`config.mk`:
```
export PLATFORM = sky130hd
export DESIGN_NAME = mul_div_unit_flat
export DESIGN_NICKNAME = d
export VERILOG_FILES = /design/src/rtl/mul_div_if.sv /design/src/rtl/mul_div_unit.sv /design/src/flat_wrapper.sv
export SDC_FILE = /design/constraint.sdc
export NUM_CORES = 1
export LEC_CHECK = 0
export CAP_MARGIN = 20
export CORE_MARGIN = 2
export CORE_UTILIZATION = 50
export CTS_CLUSTER_DIAMETER = 120
export DETAILED_ROUTE_END_ITERATION = 10
export GPL_ROUTABILITY_DRIVEN = 0
export PLACE_DENSITY = 0.74
export SLEW_MARGIN = 25
export SYNTH_ARGS = -nofsm -noshare
export SYNTH_HDL_FRONTEND = slang
export SYNTH_SLANG_ARGS = --single-unit
```
`constraint.sdc`:
```
create_clock -name clk -period 2.9 [get_ports clk]
set_input_delay 0.29 -clock clk [delete_from_list [all_inputs] [get_ports clk]]
set_output_delay 0.29 -clock clk [all_outputs]
set_load 0.1 [all_outputs]
```
`src/rtl/mul_div_if.sv`:
```
// Handshake and HI/LO bus of the multiply/divide unit.
// The master drives operations; the slave exposes busy/done/HI/LO.
interface mul_div_if;
  logic        start;
  logic [1:0]  op;
  logic [31:0] src_a;
  logic [31:0] src_b;
  logic        hi_we;
  logic        lo_we;
  logic [31:0] wdata;
  logic        busy;
  logic        done;
  logic [31:0] hi;
  logic [31:0] lo;

  modport master (
    output start, op, src_a, src_b,
    output hi_we, lo_we, wdata,
    input  busy, done, hi, lo
  );

  modport slave (
    input  start, op, src_a, src_b,
    input  hi_we, lo_we, wdata,
    output busy, done, hi, lo
  );
endinterface

```
`src/rtl/mul_div_unit.sv`:
```
// Iterative 32-bit MULT/MULTU/DIV/DIVU unit with HI/LO registers.
// Fixed 33-cycle latency: 32 radix-2 steps plus one sign-fix cycle.
module mul_div_unit (
  input  logic     clk,
  input  logic     rst,
  mul_div_if.slave bus
);

  typedef enum logic [1:0] {
    IDLE,
    RUN,
    FIX
  } state_t;

  state_t      state_q;
  logic [1:0]  op_q;
  logic [31:0] a_q;
  logic [31:0] opnd_q;
  logic        sa_q;
  logic        sb_q;
  logic [5:0]  cnt_q;
  logic [63:0] acc_q;
  logic        busy_q;
  logic        done_q;
  logic [31:0] hi_q;
  logic [31:0] lo_q;

  logic [63:0] acc_d;
  logic [31:0] hi_d;
  logic [31:0] lo_d;
  logic [32:0] sum;
  logic [32:0] sh;
  logic [32:0] diff;
  logic        sgn_a;
  logic        sgn_b;
  logic        neg_q;
  logic        neg_r;

  assign sgn_a = ~bus.op[0] & bus.src_a[31];
  assign sgn_b = ~bus.op[0] & bus.src_b[31];

  // One radix-2 step: shift-add multiply or restoring divide.
  always_comb begin
    sum  = {1'b0, acc_q[63:32]} + {1'b0, opnd_q};
    sh   = {acc_q[63:32], acc_q[31]};
    diff = sh - {1'b0, opnd_q};
    if (op_q[1]) begin
      if (diff[32])
        acc_d = {sh[31:0], acc_q[30:0], 1'b0};
      else
        acc_d = {diff[31:0], acc_q[30:0], 1'b1};
    end else begin
      if (acc_q[0])
        acc_d = {sum, acc_q[31:1]};
      else
        acc_d = {1'b0, acc_q[63:1]};
    end
  end

  // Sign correction and divide-by-zero override of the magnitude result.
  always_comb begin
    neg_q = ~op_q[0] & (sa_q ^ sb_q);
    neg_r = ~op_q[0] & sa_q;
    hi_d  = acc_q[63:32];
    lo_d  = acc_q[31:0];
    if (!op_q[1]) begin
      if (neg_q)
        {hi_d, lo_d} = -acc_q;
    end else if (opnd_q == 32'd0) begin
      hi_d = a_q;
      lo_d = 32'hFFFF_FFFF;
    end else begin
      if (neg_q)
        lo_d = -acc_q[31:0];
      if (neg_r)
        hi_d = -acc_q[63:32];
    end
  end

  // Control FSM with registered busy/done and HI/LO.
  always_ff @(posedge clk or negedge rst) begin
    if (!rst) begin
      state_q <= IDLE;
      op_q    <= 2'b00;
      a_q     <= '0;
      opnd_q  <= '0;
      sa_q    <= 1'b0;
      sb_q    <= 1'b0;
      cnt_q   <= '0;
      acc_q   <= '0;
      busy_q  <= 1'b0;
      done_q  <= 1'b0;
      hi_q    <= '0;
      lo_q    <= '0;
    end else begin
      unique case (state_q)
        IDLE: begin
          done_q <= 1'b0;
          if (bus.start) begin
            op_q    <= bus.op;
            a_q     <= bus.src_a;
            sa_q    <= sgn_a;
            sb_q    <= sgn_b;
            opnd_q  <= sgn_b ? -bus.src_b : bus.src_b;
            acc_q   <= {32'd0,
                        sgn_a ? -bus.src_a : bus.src_a};
            cnt_q   <= '0;
            busy_q  <= 1'b1;
            state_q <= RUN;
          end else begin
            if (bus.hi_we)
              hi_q <= bus.wdata;
            if (bus.lo_we)
              lo_q <= bus.wdata;
          end
        end
        RUN: begin
          acc_q <= acc_d;
          cnt_q <= cnt_q + 6'd1;
          if (cnt_q == 6'd31)
            state_q <= FIX;
        end
        FIX: begin
          hi_q    <= hi_d;
          lo_q    <= lo_d;
          busy_q  <= 1'b0;
          done_q  <= 1'b1;
          state_q <= IDLE;
        end
        default: state_q <= IDLE;
      endcase
    end
  end

  assign bus.busy = busy_q;
  assign bus.done = done_q;
  assign bus.hi   = hi_q;
  assign bus.lo   = lo_q;

endmodule

```
`src/flat_wrapper.sv`:
```
// flat-port wrapper written by rule: the top's interface ports become plain ports
module mul_div_unit_flat 
  (clk, rst, bus_start, bus_op, bus_src_a, bus_src_b, bus_hi_we, bus_lo_we, bus_wdata, bus_busy, bus_done, bus_hi, bus_lo);
  mul_div_if bus_i ();
  input  logic clk;
  input  logic rst;
  input wire logic [$bits(bus_i.start)-1:0] bus_start;
  input wire logic [$bits(bus_i.op)-1:0] bus_op;
  input wire logic [$bits(bus_i.src_a)-1:0] bus_src_a;
  input wire logic [$bits(bus_i.src_b)-1:0] bus_src_b;
  input wire logic [$bits(bus_i.hi_we)-1:0] bus_hi_we;
  input wire logic [$bits(bus_i.lo_we)-1:0] bus_lo_we;
  input wire logic [$bits(bus_i.wdata)-1:0] bus_wdata;
  output wire logic [$bits(bus_i.busy)-1:0] bus_busy;
  output wire logic [$bits(bus_i.done)-1:0] bus_done;
  output wire logic [$bits(bus_i.hi)-1:0] bus_hi;
  output wire logic [$bits(bus_i.lo)-1:0] bus_lo;
  assign bus_i.start = bus_start;
  assign bus_i.op = bus_op;
  assign bus_i.src_a = bus_src_a;
  assign bus_i.src_b = bus_src_b;
  assign bus_i.hi_we = bus_hi_we;
  assign bus_i.lo_we = bus_lo_we;
  assign bus_i.wdata = bus_wdata;
  assign bus_busy = bus_i.busy;
  assign bus_done = bus_i.done;
  assign bus_hi = bus_i.hi;
  assign bus_lo = bus_i.lo;
  mul_div_unit u_core (.clk(clk), .rst(rst), .bus(bus_i));
endmodule
```
-- Word-level counts from Yosys, hierarchy flattened
Index checks and enable logic that the tools add are counted.
- flip-flop bits (word level): 206
- bits in latches: 0
- bits in writable memories: 0
- ROM bits: 0
- bits of input ports: 103
- output and inout bits: 66
- word-level logic and storage cells: 74
- memories: 0
- $add $sub $neg: 8
- $mul: 0
- divide/modulo/power cells: 0
- $lt $le $gt $ge: 0
- eq/ne operators: 8
- shift-type cells: 0
- mux-type cells: 29
- bitwise gates (word level): 7
- reduce and logical (&&, ||, !) cells: 10
- operator list (cell ; number):
    32-bit two-way mux ; 14
    64-bit two-way mux ; 4
    32-bit negator ; 4
    32-bit case mux with 2 select lines ; 2
    64-bit case mux with 2 select lines ; 1
    64-bit negator ; 1
    32-bit by 32-bit adder with 33-bit output ; 1
    33-bit by 32-bit subtractor with 33-bit output ; 1
    32-bit zero test ; 1
    6-bit case mux with 2 select lines ; 1
    2-bit inequality test, second input constant ; 4
    2-bit AND reduction ; 4
    6-bit by 1-bit adder with 6-bit output, second input constant ; 1
    6-bit by 5-bit equality test with 1-bit output, second input constant ; 1
    6-bit two-way mux ; 1
    3-bit AND reduction ; 2
    1-bit AND ; 4
    2-bit two-way mux ; 2
    1-bit case mux with 2 select lines ; 2
    2-bit case mux with 2 select lines ; 1
    2-bit nonzero test ; 2
    2-bit by 1-bit equality test with 1-bit output, second input constant ; 1
    2-bit equality test, second input constant ; 1
    2-bit zero test ; 1
    4 further kinds ; 5

-- Depth between registers and ports, before layout
Gate-level depths: netlist of the first run.
- depth after elaboration: 6
- depth in mapped cells: 14
- depth with buffers taken out: 12

-- Least setup slack after synthesis of the first run
OpenSTA, ideal clock, no wires.
- path kind: register to register
- start: reg u_core.acc_q[32]
- end: reg u_core.acc_q[59]
- setup time: 0.122 ns
- arrival: 3.036 ns
- data required time: 2.778 ns
- setup slack: -0.258 ns
- cell stages (with the launch flop): 14
- path buffers: 2
- clock period less this slack: 3.158 ns
- path through: dfrtp_1 -> clkbuf_1 -> inv_1 -> fa_1 -> nand2b_1 -> a21o_1 -> a21o_1 -> o21a_1 -> a21oi_1 -> xor2_2 -> buf_4 -> mux2i_1 -> nand2_1 -> a32o_1
- word-level cells in the longest chain between the ends: 4
- elaborated cells between the ends (all ways): 6
- those cells by class: add/sub (2); mux (4)
- ends and longest elaborated chain (item ; RTL line ; source):
    start: declaration ; mul_div_unit.sv:22 ; logic [63:0] acc_q;
    start signal: assignment ; mul_div_unit.sv:105 ; acc_q <= {32'd0,
    33-bit by 32-bit subtractor with 33-bit output or 32-bit by 32-bit adder with 33-bit output (tied branches) ; mul_div_unit.sv:46, mul_div_unit.sv:44 ;
    64-bit two-way mux, on equally long branches ; mul_div_unit.sv:48, mul_div_unit.sv:53 ;
    64-bit two-way mux * ; mul_div_unit.sv:47 ; if (op_q[1]) begin
    64-bit case mux with 2 select lines * ; mul_div_unit.sv:96 ; unique case (state_q)
Mark *: on every way between the ends. The rest lies on a longest branch, timed or not.
A chain may end at the register's enable or synchronous reset.

-- Final worst setup path of the first run
- start: reg u_core.opnd_q[0]
- end: reg u_core.acc_q[59]
- word-level cells in the longest chain between the ends: 4
- elaborated cells between the ends (all ways): 6
- those cells by class: add/sub (2); mux (4)
- ends and longest elaborated chain (item ; RTL line ; source):
    start: declaration ; mul_div_unit.sv:18 ; logic [31:0] opnd_q;
    start signal: assignment ; mul_div_unit.sv:104 ; opnd_q <= sgn_b ? -bus.src_b : bus.src_b;
    33-bit by 32-bit subtractor with 33-bit output or 32-bit by 32-bit adder with 33-bit output (tied branches) ; mul_div_unit.sv:46, mul_div_unit.sv:44 ;
    64-bit two-way mux, on equally long branches ; mul_div_unit.sv:48, mul_div_unit.sv:53 ;
    64-bit two-way mux * ; mul_div_unit.sv:47 ;
    64-bit case mux with 2 select lines * ; mul_div_unit.sv:96 ;
Marked as above.

==> flow_summary_export.csv, run 1 <==
group,metric,value,unit
synthesis,ys_types,84,
placed_design,placedCellCount,2901,
cells_and_area,fillers,2681,
clock_tree,clkSinkCount,206,
floorplan,fp.coreArea,33400,µm²
hold_path,hold_class,"input port to asynchronous set/reset pin",
worst_setup_path,critical_path_required,3.34,ns
worst_setup_path,crit_path_frequent_cell,"buf_6",
cells_and_area,nNetsFinal,2680,
routing,ant_nets,0,
status,outcome,"finished with violations",
cells_and_area,diodes,0,
sta,slew_headroom,44.8,%
worst_setup_path,cp-start-kind,"flip-flop",
synthesis,synthArstFlopShare,100,%
synthesis,ys.flop_type,"dfrtp_1",
sta,hold_viol,0,
worst_setup_path,slowest_stage,"dfrtp_1",
sta,setup_ws,-0.229,ns
synthesis,synthTopCellsByCount,"349 x nand2_1, 209 x o21ai_0, 206 x dfrtp_1, 175 x a21oi_1, 145 x nor2_1",
floorplan,die_area,35100,µm²
worst_setup_path,crit_fanout,3,
worst_setup_path,worst_ep_arrival_time,3.57,ns
routing,drc_errors,0,
global_routing,antenna_found_initial,1,
clock_tree,htreeDepth,1,
sta,setup_viol,34,
clock_tree,numCtsBuffers,25,
sta,finalClockSkew,0.0132,ns
synthesis,synth_area_leaders,"dfrtp_1 31%, nand2_1 7.8%, o21ai_0 6.2%, xnor2_1 5.9%, a21oi_1 5.2%",
placed_design,hpwl,45200,µm
cells_and_area,drive_above_1_share,21.1,%
status,failed_checks,"negative setup slack",
clock_tree,clock_latency,0.55,ns
sta,period_minus_slack,3.13,ns
sta,period_share,108,%
routing,drt_pass1_iterations,6,
placed_design,pre_cts_slack,-0.366,ns
sta,worstMarginPinSlew,0.828,ns
sta,max_clock_freq,320,MHz
worst_setup_path,crit_buf_inv,3,
global_routing,grt-ovfl-total,0,
clock_tree,cts-root-buf,"clkbuf_16",
synthesis,synth_seq_cells,206,
clock_tree,cts_tree,"built",
routing,totalWireLength,61400,µm
run,drv_cap,0,
floorplan,die_w,187,µm
routing,wl_per_cell,20.6,µm
floorplan,io-pin-count,169,
global_routing,grt_max_degree,96,
worst_setup_path,regToRegStartpoint,"u_core.opnd_q[0]",
worst_setup_path,critPathKind,"flip-flop to flip-flop",
synthesis,synth_edf_count,0,
worst_setup_path,path_delay_family,"compound AO/OA/AOI/OAI gates",
cells_and_area,fin_area,22300,µm²
worst_setup_path,r2r_end,"u_core.acc_q[59]",
synthesis,yosys_warnings,0,
floorplan,die_y,187,µm
synthesis,synth_top_area_share,30.7,%
routing,drtIter0Drc,2067,
worst_setup_path,path_cells,"buf_6 > ha_4 > fa_2 > nand2b_4 > a21o_1 > a21o_4 > o21a_1 > a21oi_4 > xor2_4 > buf_6 > buf_6 > mux2i_1 > nand2_1 > a32o_2",
synthesis,syn_avg_cell_area,7.81,µm²
synthesis,syn-instance-count,2154,
sta,slew_violations,0,
synthesis,ys_seq_area_share,30.7,%
synthesis,synth_area,16800,µm²
worst_setup_path,cpPeakStageDelay,0.40,ns
worst_setup_path,reg2reg_depth,14,
cells_and_area,areaGrowthSynthToFinish,32.5,%
worst_setup_path,timing.reg2reg.setup_slack,-0.23,ns
clock_tree,clock_path_buffers,3,
global_routing,grt_pass1_vias,17876,
synthesis,yosysMostFrequentCell,"nand2_1",
placed_design,port_buffers,168,
placed_design,dpl_cell_area,20600,µm²
synthesis,synth_top_cell_by_area,"dfrtp_1",
synthesis,syn-num-nets,2328,
global_routing,grt.total_usage,33.9,%
global_routing,grt_pass1_wl,96200,µm
routing,via_count,18466,
sta,rsz0062_at_grt,"true",
floorplan,rows,67,
cells_and_area,stdcell_count,2973,
floorplan,start_util,50.4,%
clock_tree,clk_pin_slew,0.07,ns
worst_setup_path,endpoint_kind,"flip-flop",
routing,avgViaCountPerCell,6.21,
-- logic make-up after synthesis --
logic type | synth area share [%]
AOI/OAI and AO/OA | 24.1
muxes | 4.23
adders and majority gates | 5.37
and+or+nand+nor | 19.8
xor gates and xnor gates | 10.6
DFF | 30.7
buffers and inverters | 5.31
-- worst reg2reg max path, stage by stage (launching register included) --
cell      delay, ns
dfrtp_1        0.40
buf_6          0.13
ha_4           0.15
fa_2           0.34
nand2b_4       0.15
a21o_1         0.20
a21o_4         0.24
o21a_1         0.21
a21oi_4        0.21
xor2_4         0.19
buf_6          0.14
buf_6          0.10
mux2i_1        0.18
nand2_1        0.09
a32o_2         0.29
-- area by class of cell --
| cell class | count | area (µm²) | area share (%) |
|---|---|---|---|
| clock inverters | 17 | 226 | 1.02 |
| clock buffers | 29 | 681 | 3.05 |
| well taps | 448 | 561 | 2.52 |
| flip-flops and latches | 206 | 5160 | 23.1 |
| repair buffers | 480 | 4110 | 18.4 |
| inverters | 69 | 259 | 1.16 |
| multi-input cells | 1724 | 11300 | 50.7 |
-- worst max path at each step --
stage          cells after the start                 to              from  slack, ns
2_1_floorplan                     13   u_core.acc_q[59]  u_core.acc_q[32]      -0.02
3_3_place_gp                      10  u_core.opnd_q[29]      bus_src_b[1]      -0.37
3_5_place_dp                      10  u_core.opnd_q[29]      bus_src_b[1]      -0.37
4_1_cts                           14   u_core.acc_q[49]  u_core.opnd_q[0]      -0.16
5_1_grt                           14   u_core.acc_q[59]  u_core.opnd_q[0]      -0.35
6_report                          14   u_core.acc_q[59]  u_core.opnd_q[0]      -0.23
-- sequential cells by signal, summed over array words and instances (netlist names), 2 cells and up --
name / count
u_core.acc_q: 64
u_core.a_q: 32
u_core.bus.hi: 32
u_core.bus.lo: 32
u_core.opnd_q: 32
u_core.cnt_q: 6
u_core.op_q: 2
u_core.state_q: 2
-- per-layer routing --
metal,global-route usage [%],up-vias,wire (µm)
li1,-,8375,-
met1,45.3,8746,24300
met2,53.2,1113,26900
met3,6.70,230,6720
met4,15.8,2,3470
met5,0,-,18
-- stage by stage --
stage	hold WS (ns)	setup TNS (ns)	utilization [%]
3_3_place_gp	0.285	-5.35	61.8
4_1_cts	0.297	-2.87	65.8
5_1_grt	0.331	-8.78	66.8
6_report	0.276	-5.28	66.8
3_5_place_dp	0.288	-8.43	61.8
2_1_floorplan	-0.00559	-0.0180	-
-- what timing repair did --
action	4_1_cts	5_1_grt
gates cloned	2	0
endpoints found under the hold margin	51	0
gates resized for setup	54	71
endpoints found under the setup margin	39	55
buffers inserted	18	7
hold buffers	1	0
pin swaps	20	22
-- placed cells by master (no fill, tap or decap), types with 14 or more instances in the layout --
cell | Yosys | routed
nor4_1 | 17 | 14
o211ai_1 | 17 | 17
o21ai_1 | 13 | 32
clkdlybuf4s50_1 | 0 | 101
o21bai_1 | 16 | 14
inv_1 | 69 | 66
nand4_1 | 17 | 17
nor3_1 | 46 | 42
xnor2_1 | 114 | 114
a31oi_1 | 22 | 22
mux2i_1 | 71 | 67
nand2_1 | 349 | 347
o21ai_0 | 209 | 188
nand3_1 | 23 | 22
xor2_1 | 85 | 84
a21oi_1 | 175 | 166
nand2b_1 | 23 | 21
o221ai_1 | 25 | 25
buf_4 | 4 | 353
o22ai_1 | 45 | 45
dfrtp_1 | 206 | 205
clkbuf_16 | 0 | 25
o31ai_1 | 23 | 16
or3_1 | 20 | 20
nor2_1 | 145 | 142
nor2b_1 | 23 | 16
ha_1 | 69 | 67
a21o_1 | 20 | 19
Power of run 1 is not shown: default switching activity piles up to over one toggle a cycle in this logic, so the estimate is an artifact.
==> inputs of run 2 (changes only) <==
Settings changed: CORE_UTILIZATION 50 to 53, PLACE_DENSITY 0.74 to 0.78.
==> run 2 against run 1 <==
The flow still finishes with violations (negative setup slack). Clock-buffer cell count up 2. Wire length grew 2.7%. Clock skew rose by 0.0056 ns. Worst setup slack lost 0.026 ns. Flip-flop and latch count unchanged. Hold slack better by 0.039 ns. Global-route usage up 1.8 points. First-iteration DRC count increased by 21%. Critical path depth unchanged. Sequential share of layout area is 0.15 points higher. Fmax down 0.81%. Non-clock buffer count is 2 lower. Critical path type unchanged. Highest routed layer unchanged.
==> flow_summary_export.csv, run 2 (synthesis gave the netlist of run 1 again) <==
group,metric,value,unit
status,outcome,"finished with violations",
status,failed_checks,"negative setup slack",
cells_and_area,stdcell_count,2928,
cells_and_area,largest_reg_flops,64,
sta,slew_headroom,40.9,%
placed_design,placedCellCount,2850,
global_routing,grt.total_usage,35.7,%
sta,setup_ws,-0.255,ns
global_routing,antenna_found_initial,2,
floorplan,die_w,182,µm
cells_and_area,areaGrowthSynthToFinish,31.8,%
global_routing,grt-ovfl-total,0,
sta,worstMarginPinSlew,0.883,ns
routing,drtIter0Drc,2504,
floorplan,rows,65,
placed_design,pre_cts_slack,-0.396,ns
worst_setup_path,r2r_end,"u_core.acc_q[34]",
floorplan,start_util,53.6,%
clock_tree,htreeDepth,1,
global_routing,grt_max_degree,70,
worst_setup_path,regToRegStartpoint,"u_core.acc_q[35]",
worst_setup_path,worst_ep_arrival_time,3.57,ns
hold_path,hold_class,"input port to asynchronous set/reset pin",
sta,period_share,109,%
sta,slew_violations,0,
clock_tree,cts_tree,"built",
cells_and_area,fillers,2324,
routing,drc_errors,0,
routing,wl_per_cell,21.5,µm
worst_setup_path,critPathKind,"flip-flop to flip-flop",
global_routing,grt_pass1_wl,94600,µm
routing,drt_pass1_iterations,8,
cells_and_area,fin_area,22200,µm²
cells_and_area,drive_above_1_share,21.2,%
worst_setup_path,crit_fanout,8,
cells_and_area,final_common_cell,"buf_4",
floorplan,io-pin-count,169,
floorplan,die_area,33200,µm²
worst_setup_path,cp-start-kind,"flip-flop",
sta,setup_viol,38,
sta,finalClockSkew,0.0187,ns
cells_and_area,nNetsFinal,2679,
global_routing,grt_pass1_vias,17621,
placed_design,port_buffers,168,
clock_tree,clk_pin_slew,0.06,ns
clock_tree,clock_path_buffers,3,
clock_tree,clock_latency,0.55,ns
cells_and_area,largest-register,"u_core.acc_q",
clock_tree,numCtsBuffers,26,
worst_setup_path,critical_path_required,3.32,ns
sta,max_clock_freq,317,MHz
sta,period_minus_slack,3.15,ns
clock_tree,cts-root-buf,"clkbuf_16",
routing,totalWireLength,63000,µm
routing,avgViaCountPerCell,6.49,
routing,ant_nets,0,
worst_setup_path,endpoint_kind,"flip-flop",
worst_setup_path,reg2reg_depth,14,
sta,rsz0062_at_grt,"true",
sta,hold_viol,0,
routing,via_count,19017,
cells_and_area,final_cell_mix,"348 x buf_4, 347 x nand2_1, 202 x dfrtp_1, 191 x o21ai_0, 166 x a21oi_1",
worst_setup_path,timing.reg2reg.setup_slack,-0.25,ns
placed_design,dpl_cell_area,20500,µm²
floorplan,fp.coreArea,31400,µm²
clock_tree,clkSinkCount,206,
floorplan,die_y,182,µm
run,drv_cap,0,
sta,hold_ws,0.316,ns
placed_design,hpwl,45800,µm
## run 2: cell types whose count changed in the layout (fill, tap and decap cells not counted), sizes merged
cell	previous run	this run
bufbuf	1	0
diode	0	1
clkbuf	30	32
clkinv	4	7
inv	72	70
buf	376	375
clkinvlp	6	5
## run 2: repair_timing
action | 4_1_cts | 5_1_grt
pin swaps | 5 | 40
endpoints found under the setup margin | 45 | 51
setup buffers | 9 | 18
hold buffers | 1 | 0
hold endpoints to repair | 63 | 0
cloned | 1 | 1
gates resized for setup | 33 | 99
## run 2: worst max-delay path by stage
stage | slack [ns] | startpoint | depth (start not counted) | endpoint
global placement | -0.34 | bus_src_b[1] | 10 | u_core.opnd_q[29]
detailed placement | -0.40 | u_core.opnd_q[0] | 14 | u_core.acc_q[55]
CTS | -0.17 | u_core.opnd_q[0] | 12 | u_core.acc_q[48]
floorplan | -0.02 | u_core.acc_q[32] | 13 | u_core.acc_q[59]
finish | -0.25 | u_core.acc_q[35] | 14 | u_core.acc_q[34]
global route | -0.29 | u_core.acc_q[35] | 13 | u_core.acc_q[59]
## run 2: per-layer routing
metal	share of wire, %	global-route usage, %
met1	38	47.6
met2	44	55.7
met3	12	6.98
met4	6.2	17.5
met5	0.016	0
## run 2: cell type report
class	instances	area, µm²	share of cell area [%]
flip-flops and latches	206	5160	23.3
clock buffers	31	719	3.25
well taps	402	503	2.27
diodes	1	2.50	0.0113
clock inverters	17	220	0.994
inverters	69	262	1.18
repair buffers	478	4010	18.1
multi-input cells	1724	11300	50.9
## run 2: critical path, cell delays in order, from the launching register on
cell and delay [ns]:
dfrtp_1 0.40, buf_4 0.19, ha_1 0.37, o211ai_1 0.16
a21o_1 0.22, a21o_1 0.24, o21a_1 0.25, a21oi_4 0.21
xor2_4 0.18, buf_6 0.14, buf_12 0.14, buf_12 0.14
nor2_4 0.03, a31oi_1 0.17, o221ai_1 0.17
## run 2: metrics by stage
stage          TNS [ns]  utilization [%]
2_1_floorplan   -0.0180                -
3_3_place_gp      -4.80             65.2
3_5_place_dp      -8.52             65.2
4_1_cts           -3.47             68.9
5_1_grt           -7.16             70.6
6_report          -5.11             70.6
Power of run 2 is left out for the same reason.
